===== src/rtl/l2_writeback_buffer.sv =====
// Dirty-victim write-back FIFO between L2 and DRAM with address lookup and coalescing of unissued lines.
// Latency: a line pushed into an empty idle buffer raises aw_valid one cycle later; the drain is AW -> W -> B, one line at a time.
// Backpressure: wb_ready drops when all DEPTH entries are valid; AW/W hold stable until ready; the head leaves only on b_valid.
module l2_writeback_buffer #(
  parameter int DEPTH  = 4,
  parameter int LINE_W = 512,
  parameter int ADDR_W = 32
) (
  input  logic                     clock,
  input  logic                     reset,
  input  logic                     wb_valid,
  output logic                     wb_ready,
  input  logic [ADDR_W-1:0]        wb_addr,
  input  logic [LINE_W-1:0]        wb_data,
  input  logic [ADDR_W-1:0]        lookup_addr,
  output logic                     lookup_hit,
  output logic [LINE_W-1:0]        lookup_data,
  output logic [$clog2(DEPTH):0]   occupancy,
  output logic                     wr_err,
  output logic [ADDR_W-1:0]        aw_addr,
  output logic                     aw_valid,
  input  logic                     aw_ready,
  output logic [1:0]               aw_len,
  output logic [1:0]               aw_size,
  output logic [1:0]               aw_burst,
  output logic [LINE_W-1:0]        w_data,
  output logic                     w_valid,
  input  logic                     w_ready,
  output logic [63:0]              w_strb,
  output logic                     w_last,
  input  logic                     b_valid,
  input  logic                     b_resp,
  output logic                     b_ready
);

  localparam int PW    = $clog2(DEPTH);
  localparam int TAG_W = ADDR_W - 6;
  localparam logic [PW:0] DEPTH_C = (PW+1)'(DEPTH);

  typedef enum logic [1:0] {S_IDLE, S_AW, S_W, S_B} state_t;

  state_t              state, state_nxt;
  logic [TAG_W-1:0]    tag_q  [DEPTH];
  logic [LINE_W-1:0]   data_q [DEPTH];
  logic [DEPTH-1:0]    vld_q;
  logic [PW-1:0]       head, tail;

  logic [TAG_W-1:0]    wb_tag, lk_tag;
  logic                push, pop, locked;
  logic                co_hit;
  logic [PW-1:0]       co_idx, wr_idx;
  logic                unused_low_bits;

  assign wb_tag = wb_addr[ADDR_W-1:6];
  assign lk_tag = lookup_addr[ADDR_W-1:6];
  assign unused_low_bits = ^{wb_addr[5:0], lookup_addr[5:0]};

  // Ready depends only on registered occupancy so a same-cycle pop never feeds back into the L2.
  assign wb_ready = !reset && (occupancy < DEPTH_C);
  assign push     = wb_valid && wb_ready;
  assign pop      = (state == S_B) && b_valid;
  assign locked   = (state != S_IDLE);

  // Find an unlocked entry holding the pushed line; the in-flight head is never rewritten.
  always_comb begin
    co_hit = 1'b0;
    co_idx = '0;
    for (int i = 0; i < DEPTH; i++) begin
      if (vld_q[i] && (tag_q[i] == wb_tag) && !(locked && (PW'(i) == head))) begin
        co_hit = 1'b1;
        co_idx = PW'(i);
      end
    end
    wr_idx = co_hit ? co_idx : tail;
  end

  // Lookup: take the head if it matches, then let any newer match override it.
  always_comb begin
    lookup_hit  = 1'b0;
    lookup_data = '0;
    if (vld_q[head] && (tag_q[head] == lk_tag)) begin
      lookup_hit  = 1'b1;
      lookup_data = data_q[head];
    end
    for (int i = 0; i < DEPTH; i++) begin
      if (vld_q[i] && (tag_q[i] == lk_tag) && (PW'(i) != head)) begin
        lookup_hit  = 1'b1;
        lookup_data = data_q[i];
      end
    end
  end

  // Control state: pointers, valid bits, occupancy, sticky error and drain state.
  always_ff @(posedge clock or posedge reset) begin
    if (reset) begin
      state     <= S_IDLE;
      head      <= '0;
      tail      <= '0;
      vld_q     <= '0;
      occupancy <= '0;
      wr_err    <= 1'b0;
    end else begin
      state <= state_nxt;
      if (push && !co_hit) begin
        vld_q[tail] <= 1'b1;
        tail        <= tail + PW'(1);
      end
      if (pop) begin
        vld_q[head] <= 1'b0;
        head        <= head + PW'(1);
        if (b_resp) wr_err <= 1'b1;
      end
      case ({push && !co_hit, pop})
        2'b10:   occupancy <= occupancy + (PW+1)'(1);
        2'b01:   occupancy <= occupancy - (PW+1)'(1);
        default: occupancy <= occupancy;
      endcase
    end
  end

  // Line storage; contents are qualified by vld_q so it needs no reset.
  always_ff @(posedge clock) begin
    if (push) begin
      tag_q[wr_idx]  <= wb_tag;
      data_q[wr_idx] <= wb_data;
    end
  end

  // Drain FSM: one AW, one W beat, then wait for the B response before popping.
  always_comb begin
    state_nxt = state;
    aw_valid  = 1'b0;
    w_valid   = 1'b0;
    b_ready   = 1'b0;
    case (state)
      S_IDLE: if (occupancy != '0) state_nxt = S_AW;
      S_AW: begin
        aw_valid = 1'b1;
        if (aw_ready) state_nxt = S_W;
      end
      S_W: begin
        w_valid = 1'b1;
        if (w_ready) state_nxt = S_B;
      end
      S_B: begin
        b_ready = 1'b1;
        if (b_valid) state_nxt = S_IDLE;
      end
      default: state_nxt = S_IDLE;
    endcase
  end

  assign aw_addr  = aw_valid ? {tag_q[head], 6'b0} : '0;
  assign w_data   = w_valid ? data_q[head] : '0;
  assign w_last   = w_valid;
  assign aw_len   = 2'b00;
  assign aw_size  = 2'b11;
  assign aw_burst = 2'b01;
  assign w_strb   = '1;

endmodule


===== config.mk =====
export PLATFORM = sky130hd
export DESIGN_NAME = l2_writeback_buffer
export DESIGN_NICKNAME = d
export VERILOG_FILES = /design/src/rtl/l2_writeback_buffer.sv
export SDC_FILE = /design/constraint.sdc
export NUM_CORES = 2
export LEC_CHECK = 0
export CAP_MARGIN = 25
export CORE_AREA = 3 3 676 678
export DETAILED_ROUTE_END_ITERATION = 8
export DIE_AREA = 0 0 679 681
export GPL_ROUTABILITY_DRIVEN = 1
export PLACE_DENSITY_LB_ADDON = 0.3
export SYNTH_ARGS = -nofsm -noshare
export SYNTH_HDL_FRONTEND = slang
export SYNTH_SLANG_ARGS = --single-unit

===== constraint.sdc =====
create_clock -name clock -period 70.9 [get_ports clock]
set_input_delay 10.635 -clock clock [delete_from_list [all_inputs] [get_ports clock]]
set_output_delay 10.635 -clock clock [all_outputs]
set_load 0.005 [all_outputs]

After elaboration in Yosys (flattened, before gate mapping)
Memory sizes are Yosys's and may differ from the RTL's.
Index checks and enable logic that the tools add are counted.
{"block": "totals", "register_bits": 14, "mem_bits_rw": 2152, "out_inout_bits": 1136, "memories": 2}
{"block": "op_classes", "add_sub_neg": 4, "order_cmp": 5, "n_eq_ne": 24, "mux": 39, "bitwise_logic": 3, "reduce_logical": 41}
{"name": "data_q", "depth": 4, "word_bits": 512, "rd": 5, "rd_ports_with_merged_regs": 0, "write_ports": 1, "line": "44", "text": "logic [LINE_W-1:0] data_q [DEPTH];"}
{"name": "tag_q", "depth": 4, "word_bits": 26, "rd": 5, "rd_ports_with_merged_regs": 0, "write_ports": 1, "line": "43", "text": "logic [TAG_W-1:0] tag_q [DEPTH];"}
{"cell": "512-bit 2-to-1 mux", "count": 6}
{"cell": "26-bit == test", "count": 9}
{"cell": "32-bit 2-to-1 mux", "count": 1}
{"cell": "1-bit logical AND", "count": 27}
{"cell": "1-bit 2-to-1 mux", "count": 18}
{"cell": "2-bit 2-to-1 mux", "count": 7}
{"cell": "4-bit 2-to-1 mux", "count": 2}
{"cell": "2-bit inequality test (second input constant)", "count": 4}
{"cell": "2-bit one-hot mux with 4 select lines", "count": 1}
{"cell": "2-bit == test (second input constant)", "count": 3}
{"cell": "1-bit zero test", "count": 6}
{"cell": "2-bit by 3-bit less-than comparator with 1-bit output (second input constant)", "count": 2}
{"cell": "3-bit one-hot mux with 2 select lines", "count": 1}
{"cell": "2-bit nonzero test", "count": 3}
{"cell": "2-bit by 1-bit adder with 2-bit output (second input constant)", "count": 2}
{"cell": "4-bit bitwise AND", "count": 1}
{"cell": "1-bit demux with 2-bit select", "count": 2}
{"cell": "2-bit by 1-bit == test with 1-bit output (second input constant)", "count": 2}
{"cell": "2-bit == test (first input constant)", "count": 2}
{"cell": "2-bit by 1-bit greater-or-equal comparator with 1-bit output (second input constant)", "count": 2}
{"cell": "2-bit zero test", "count": 2}
{"cell": "2-bit inequality test (first input constant)", "count": 2}
{"cell": "4-bit inverter", "count": 1}
{"cell": "4-bit OR", "count": 1}
{"cell": "9 further kinds", "count": 9}

Depth between registers and ports, before layout
{"block": "logic_depth", "ltp_word": 13, "mapped_depth": 20, "mapped_depth_nobuf": 14}

Least setup slack after synthesis
OpenSTA, ideal clock, no wires.
{"block": "synth_timing", "path_kind": "input-to-reg", "from": "input wb_addr[8]", "to": "memory data_q[1][0], enable pin", "setup_time_ns": 1.511, "arrival_time_ns": 35.576, "setup_slack_ns": 33.813, "path_stages": 8, "path_buffers": 1, "path_cell_list": "clkbuf_1 -> xnor2_1 -> nand3_1 -> or4_1 -> nor3_1 -> or3_1 -> nand3_1 -> nor2b_1"}
{"block": "synth_via", "elab_chain_cells": 8}
{"element": "start, declared", "line": "13", "text": "input logic [ADDR_W-1:0] wb_addr,"}
{"element": "26-bit == test", "line": "69", "text": "if (vld_q[i] && (tag_q[i] == wb_tag) && !(locked && (PW'(i) == head))) begin"}
{"element": "1-bit logical AND (2 in a row)", "line": "69"}
{"element": "1-bit 2-to-1 mux (4 in a row)", "line": "69"}
{"element": "2-bit 2-to-1 mux (*)", "line": "74", "text": "wr_idx = co_hit ? co_idx : tail;"}
{"element": "end, declared", "line": "44"}
Every way passes the cells marked *; elsewhere a longest branch is shown, timed or not.

Final worst setup path
{"block": "layout_timing", "from": "input lookup_addr[11]", "to": "output lookup_data[282]"}
{"block": "layout_via", "elab_chain_cells": 7}
{"element": "start, declared", "line": "15", "text": "input logic [ADDR_W-1:0] lookup_addr,"}
{"element": "26-bit == test, on equally long branches", "line": "81, 86"}
{"element": "1-bit logical AND, on equally long branches", "line": "81, 86"}
{"element": "512-bit 2-to-1 mux or 1-bit logical AND (tied branches)", "line": "81, 86"}
{"element": "512-bit 2-to-1 mux (3 in a row)", "line": "86", "text": "if (vld_q[i] && (tag_q[i] == lk_tag) && (PW'(i) != head)) begin"}
{"element": "512-bit 2-to-1 mux (*)", "line": "86"}
{"element": "end, declared", "line": "17", "text": "output logic [LINE_W-1:0] lookup_data,"}
Marked as above.

==> PnR_summary.wiki <==
{| class="wikitable"
! Metric !! Value
|-
| Status || finished clean
|-
| Worst Hold Launch || occupancy[2]$_DFFE_PP0P_
|-
| Highest ir drop seen on vdd || 0.00002831 V
|-
| Final-report max-slew violation count || 0
|-
| Peak Freq || 32.52 MHz
|-
| Floorplan die area || 462400 um2
|-
| Area growth syn-to-layout || 27.39%
|-
| Combined global-route utilization of all metal layers || 22.42%
|-
| Initial antenna violation count || 253
|-
| Part of the Yosys area used for sequential elements || 58.33%
|-
| Clock root cell || sky130_fd_sc_hd__clkbuf_16
|-
| Routed len/inst || 34.45 um
|-
| IO Count || 1719
|-
| Hold violation count in the final report || 0
|-
| Crit path buffers/inverters || 8
|-
| Setup crit start || lookup_addr[11]
|-
| Aggregate routed wire length || 546.5 mm
|-
| Clock Sinks || 2166
|-
| Worst min-delay path class || flip-flop to flip-flop
|-
| Longest Clk Path Bufs || 4
|-
| TritonCTS clock tree || built
|-
| Post-CTS repair timing setup buffer count || 0
|-
| Vias in the first global route || 87130
|-
| Mean instance size in the synthesized netlist || 13.41 um2
|-
| Number of nets in the finished design || 10090
|-
| Max-cap violations || 0
|-
| Final core utilization || 31.41%
|-
| DR pass1 iterations || 8
|-
| Pin count of the biggest net entering global routing || 156
|-
| Critical path data arrival time || 20.11 ns
|-
| Primary flip-flop cell chosen by synthesis mapping || sky130_fd_sc_hd__edfxtp_1
|-
| CTS buffer count || 276
|-
| H-tree Lvls || 5
|-
| Die height || 681 um
|-
| Number of vias per cell after detailed routing || 5.642
|-
| Cell variety after synth || 55
|-
| Max FO, Critical Path || 55
|-
| Final Hold Slack || 0.5387 ns
|-
| Required time of the critical path || 60.27 ns
|-
| Slew of the pin with the lowest slew margin || 1.356 ns
|-
| Normalized max-slew margin || 9.572%
|-
| Global placement routability congestion || 0.8978
|-
| Number of violations reported at the end of detailed-routing iteration 0 || 10360
|-
| Post-detailed-route DRC marker count || 0
|-
| Mapped Cells || 8309
|-
| Core Footprint || 451800 um2
|-
| Crit share post-route || 43.37%
|-
| Floorplan row count || 247
|-
| Wire length of the first global-routing pass || 741.4 mm
|-
| Sort of element at the start of the critical path || input port
|-
| RSZ-0062 raised after global routing || false
|-
| Total negative slack for setup checks || 0 ns
|-
| Share of cells above drive strength 1 || 12.18%
|-
| P per Cell Area || 30.49 nW/um2
|-
| Synth Register Bits || 2166
|-
| Clock latency at the later pin of the worst-skew pair || 0.91 ns
|-
| Antenna-violating nets left || 0
|-
| Cell type with the largest total area after synthesis || sky130_fd_sc_hd__edfxtp_1
|-
| Critical path cell sequence || clkdlybuf4s50_1 > xnor2_1 > nand4_1 > nor4_1 > and3_4 > or3_4 > buf_4 > buf_4 > buf_4 > buf_4 > buf_4 > buf_4 > o41ai_1 > clkdlybuf4s50_1
|-
| Hold Buf Count CTS || 0
|-
| Ys async rst share || 0.6464%
|-
| Cell with the most instances on the worst path || sky130_fd_sc_hd__buf_4
|-
| Number of port buffers || 1630
|-
| Crit path time final || 30.75 ns
|-
| GRT Residual Overflow || 0
|-
| Critical R2R Launch || head[0]$_DFFE_PP0P_
|-
| Setup violations, final || 0
|-
| CP peak stage delay || 0.80 ns
|-
| Pleak || 45.08 nW
|-
| Die Wd || 679 um
|-
| Post-synthesis instance area || 111400 um2
|-
| Top cell family by delay on the critical path || buffers and inverters
|-
| Number of enable-type register cells in the synthesized netlist || 2152
|-
| Share of the synthesized area in the top cell type || 58.01%
|-
| Post-route clock skew || 0.05859 ns
|-
| Clock-pin slew on the worst setup and hold paths || 0.05 ns
|-
| Initial Util || 24.65%
|-
| Post-DP HPWL || 354.7 mm
|-
| Endpoint type of the worst setup path || output port
|-
| Synth top area cells || sky130_fd_sc_hd__edfxtp_1, sky130_fd_sc_hd__mux4_2, sky130_fd_sc_hd__o22a_1
|-
| Via Count || 89490
|-
| Crit Path Category || input port to output port
|-
| Count of warnings emitted by yosys || 0
|-
| Library cell contributing the largest single delay on the critical path || sky130_fd_sc_hd__buf_4
|-
| Post_cts resized || 0
|}
-- metal layers --
layer | vias up | track usage (%) | wire length (um)
met5 | - | 0 | 560
met4 | 88 | 14.24 | 39200
met3 | 1337 | 6.328 | 56530
met2 | 5890 | 35.31 | 251300
met1 | 46130 | 26.98 | 198900
li1 | 36050 | - | -
-- kinds of logic after synthesis --
logic type	after synthesis	share of synthesized area (%)
AOI/OAI and AO/OA	2615	16.32
DFF	2166	58.33
and+or+nand+nor	1723	8.369
buffers and inverters	994	4.095
muxes	563	10.89
xor gates and xnor gates	232	1.824
adders and majority gates	14	0.1640
other	2	0.006742
-- per-stage QoR --
step	std cells	total power, mW	worst slack [ns]	area [um2]
5_1_grt	15820	4.485	40.10	141800
4_1_cts	15680	4.357	40.21	141400
2_1_floorplan	8383	2.408	33.81	111700
3_5_place_dp	15190	2.988	40.26	132800
3_3_place_gp	15190	2.979	40.22	132800
6_report	15860	4.327	40.15	141900
-- where the power goes --
part           leakage [nW]  switching (mW)  internal [mW]
clock network          4.20           0.572          0.791
registers              19.6          0.0559           1.52
logic                  21.3           0.755          0.631
-- cell usage in the layout (no fill, tap or decap), types with 151 or more instances in the layout --
master / instances
sky130_fd_sc_hd__and2_1: 518
sky130_fd_sc_hd__a31oi_1: 513
sky130_fd_sc_hd__clkbuf_16: 281
sky130_fd_sc_hd__o41ai_1: 441
sky130_fd_sc_hd__diode_2: 180
sky130_fd_sc_hd__edfxtp_1: 2152
sky130_fd_sc_hd__o21ai_0: 525
sky130_fd_sc_hd__a21oi_1: 524
sky130_fd_sc_hd__mux4_2: 517
sky130_fd_sc_hd__buf_4: 151
sky130_fd_sc_hd__nor2_1: 539
sky130_fd_sc_hd__and3_1: 524
sky130_fd_sc_hd__o22a_1: 512
sky130_fd_sc_hd__clkdlybuf4s50_1: 1630
-- cells in the mapped netlist, types with 14 or more instances --
master                     count
sky130_fd_sc_hd__and3_1      525
sky130_fd_sc_hd__nor2_1      541
sky130_fd_sc_hd__dfrtp_1      14
sky130_fd_sc_hd__mux2i_1      30
sky130_fd_sc_hd__nor4_1       31
sky130_fd_sc_hd__inv_1        16
sky130_fd_sc_hd__xnor2_1     109
sky130_fd_sc_hd__mux4_2      517
sky130_fd_sc_hd__edfxtp_1   2152
sky130_fd_sc_hd__o21ai_0     525
sky130_fd_sc_hd__o22a_1      512
sky130_fd_sc_hd__o41ai_1     441
sky130_fd_sc_hd__xor2_1      123
sky130_fd_sc_hd__and2_1      518
sky130_fd_sc_hd__clkbuf_1    741
sky130_fd_sc_hd__buf_2        79
sky130_fd_sc_hd__nand2_1      36
sky130_fd_sc_hd__a21oi_1     524
sky130_fd_sc_hd__buf_1        22
sky130_fd_sc_hd__nand4_1      30
sky130_fd_sc_hd__buf_4        79
sky130_fd_sc_hd__o41ai_2      71
sky130_fd_sc_hd__buf_6        55
sky130_fd_sc_hd__a31oi_1     513
-- state kept, by name (all words and copies together), names as in the netlist --
signal     count
occupancy      3
tag_q        104
tail           2
state          2
vld_q          4
wr_err         1
data_q      2048
head           2
-- worst paths after layout --
kind | endpoint | slack [ns] | cells after the start
setup / recovery | lookup_data[282] | 40.15 | 14
hold reg to reg | occupancy[2]$_DFFE_PP0P_ | 0.54 | 1
hold / removal | occupancy[2]$_DFFE_PP0P_ | 0.54 | 1
setup reg to reg | data_q[0][261]$_DFFE_PP_ | 62.96 | 14
max in group asynchronous | head[1]$_DFFE_PP0P_ | 60.30 | 2
min in group asynchronous | vld_q[0]$_DFF_PP0_ | 10.14 | 2
-- area by class of cell --
class,count,area (um2)
fillers,44680,309900
flip-flops and latches,2166,64980
multi-input cells,5223,42250
inverters,16,60.06
clock inverters,153,1366
repair buffers,1813,18090
clock buffers,336,7238
diodes,180,450.4
well taps,5976,7477
Power figures use the tool's default switching activity.
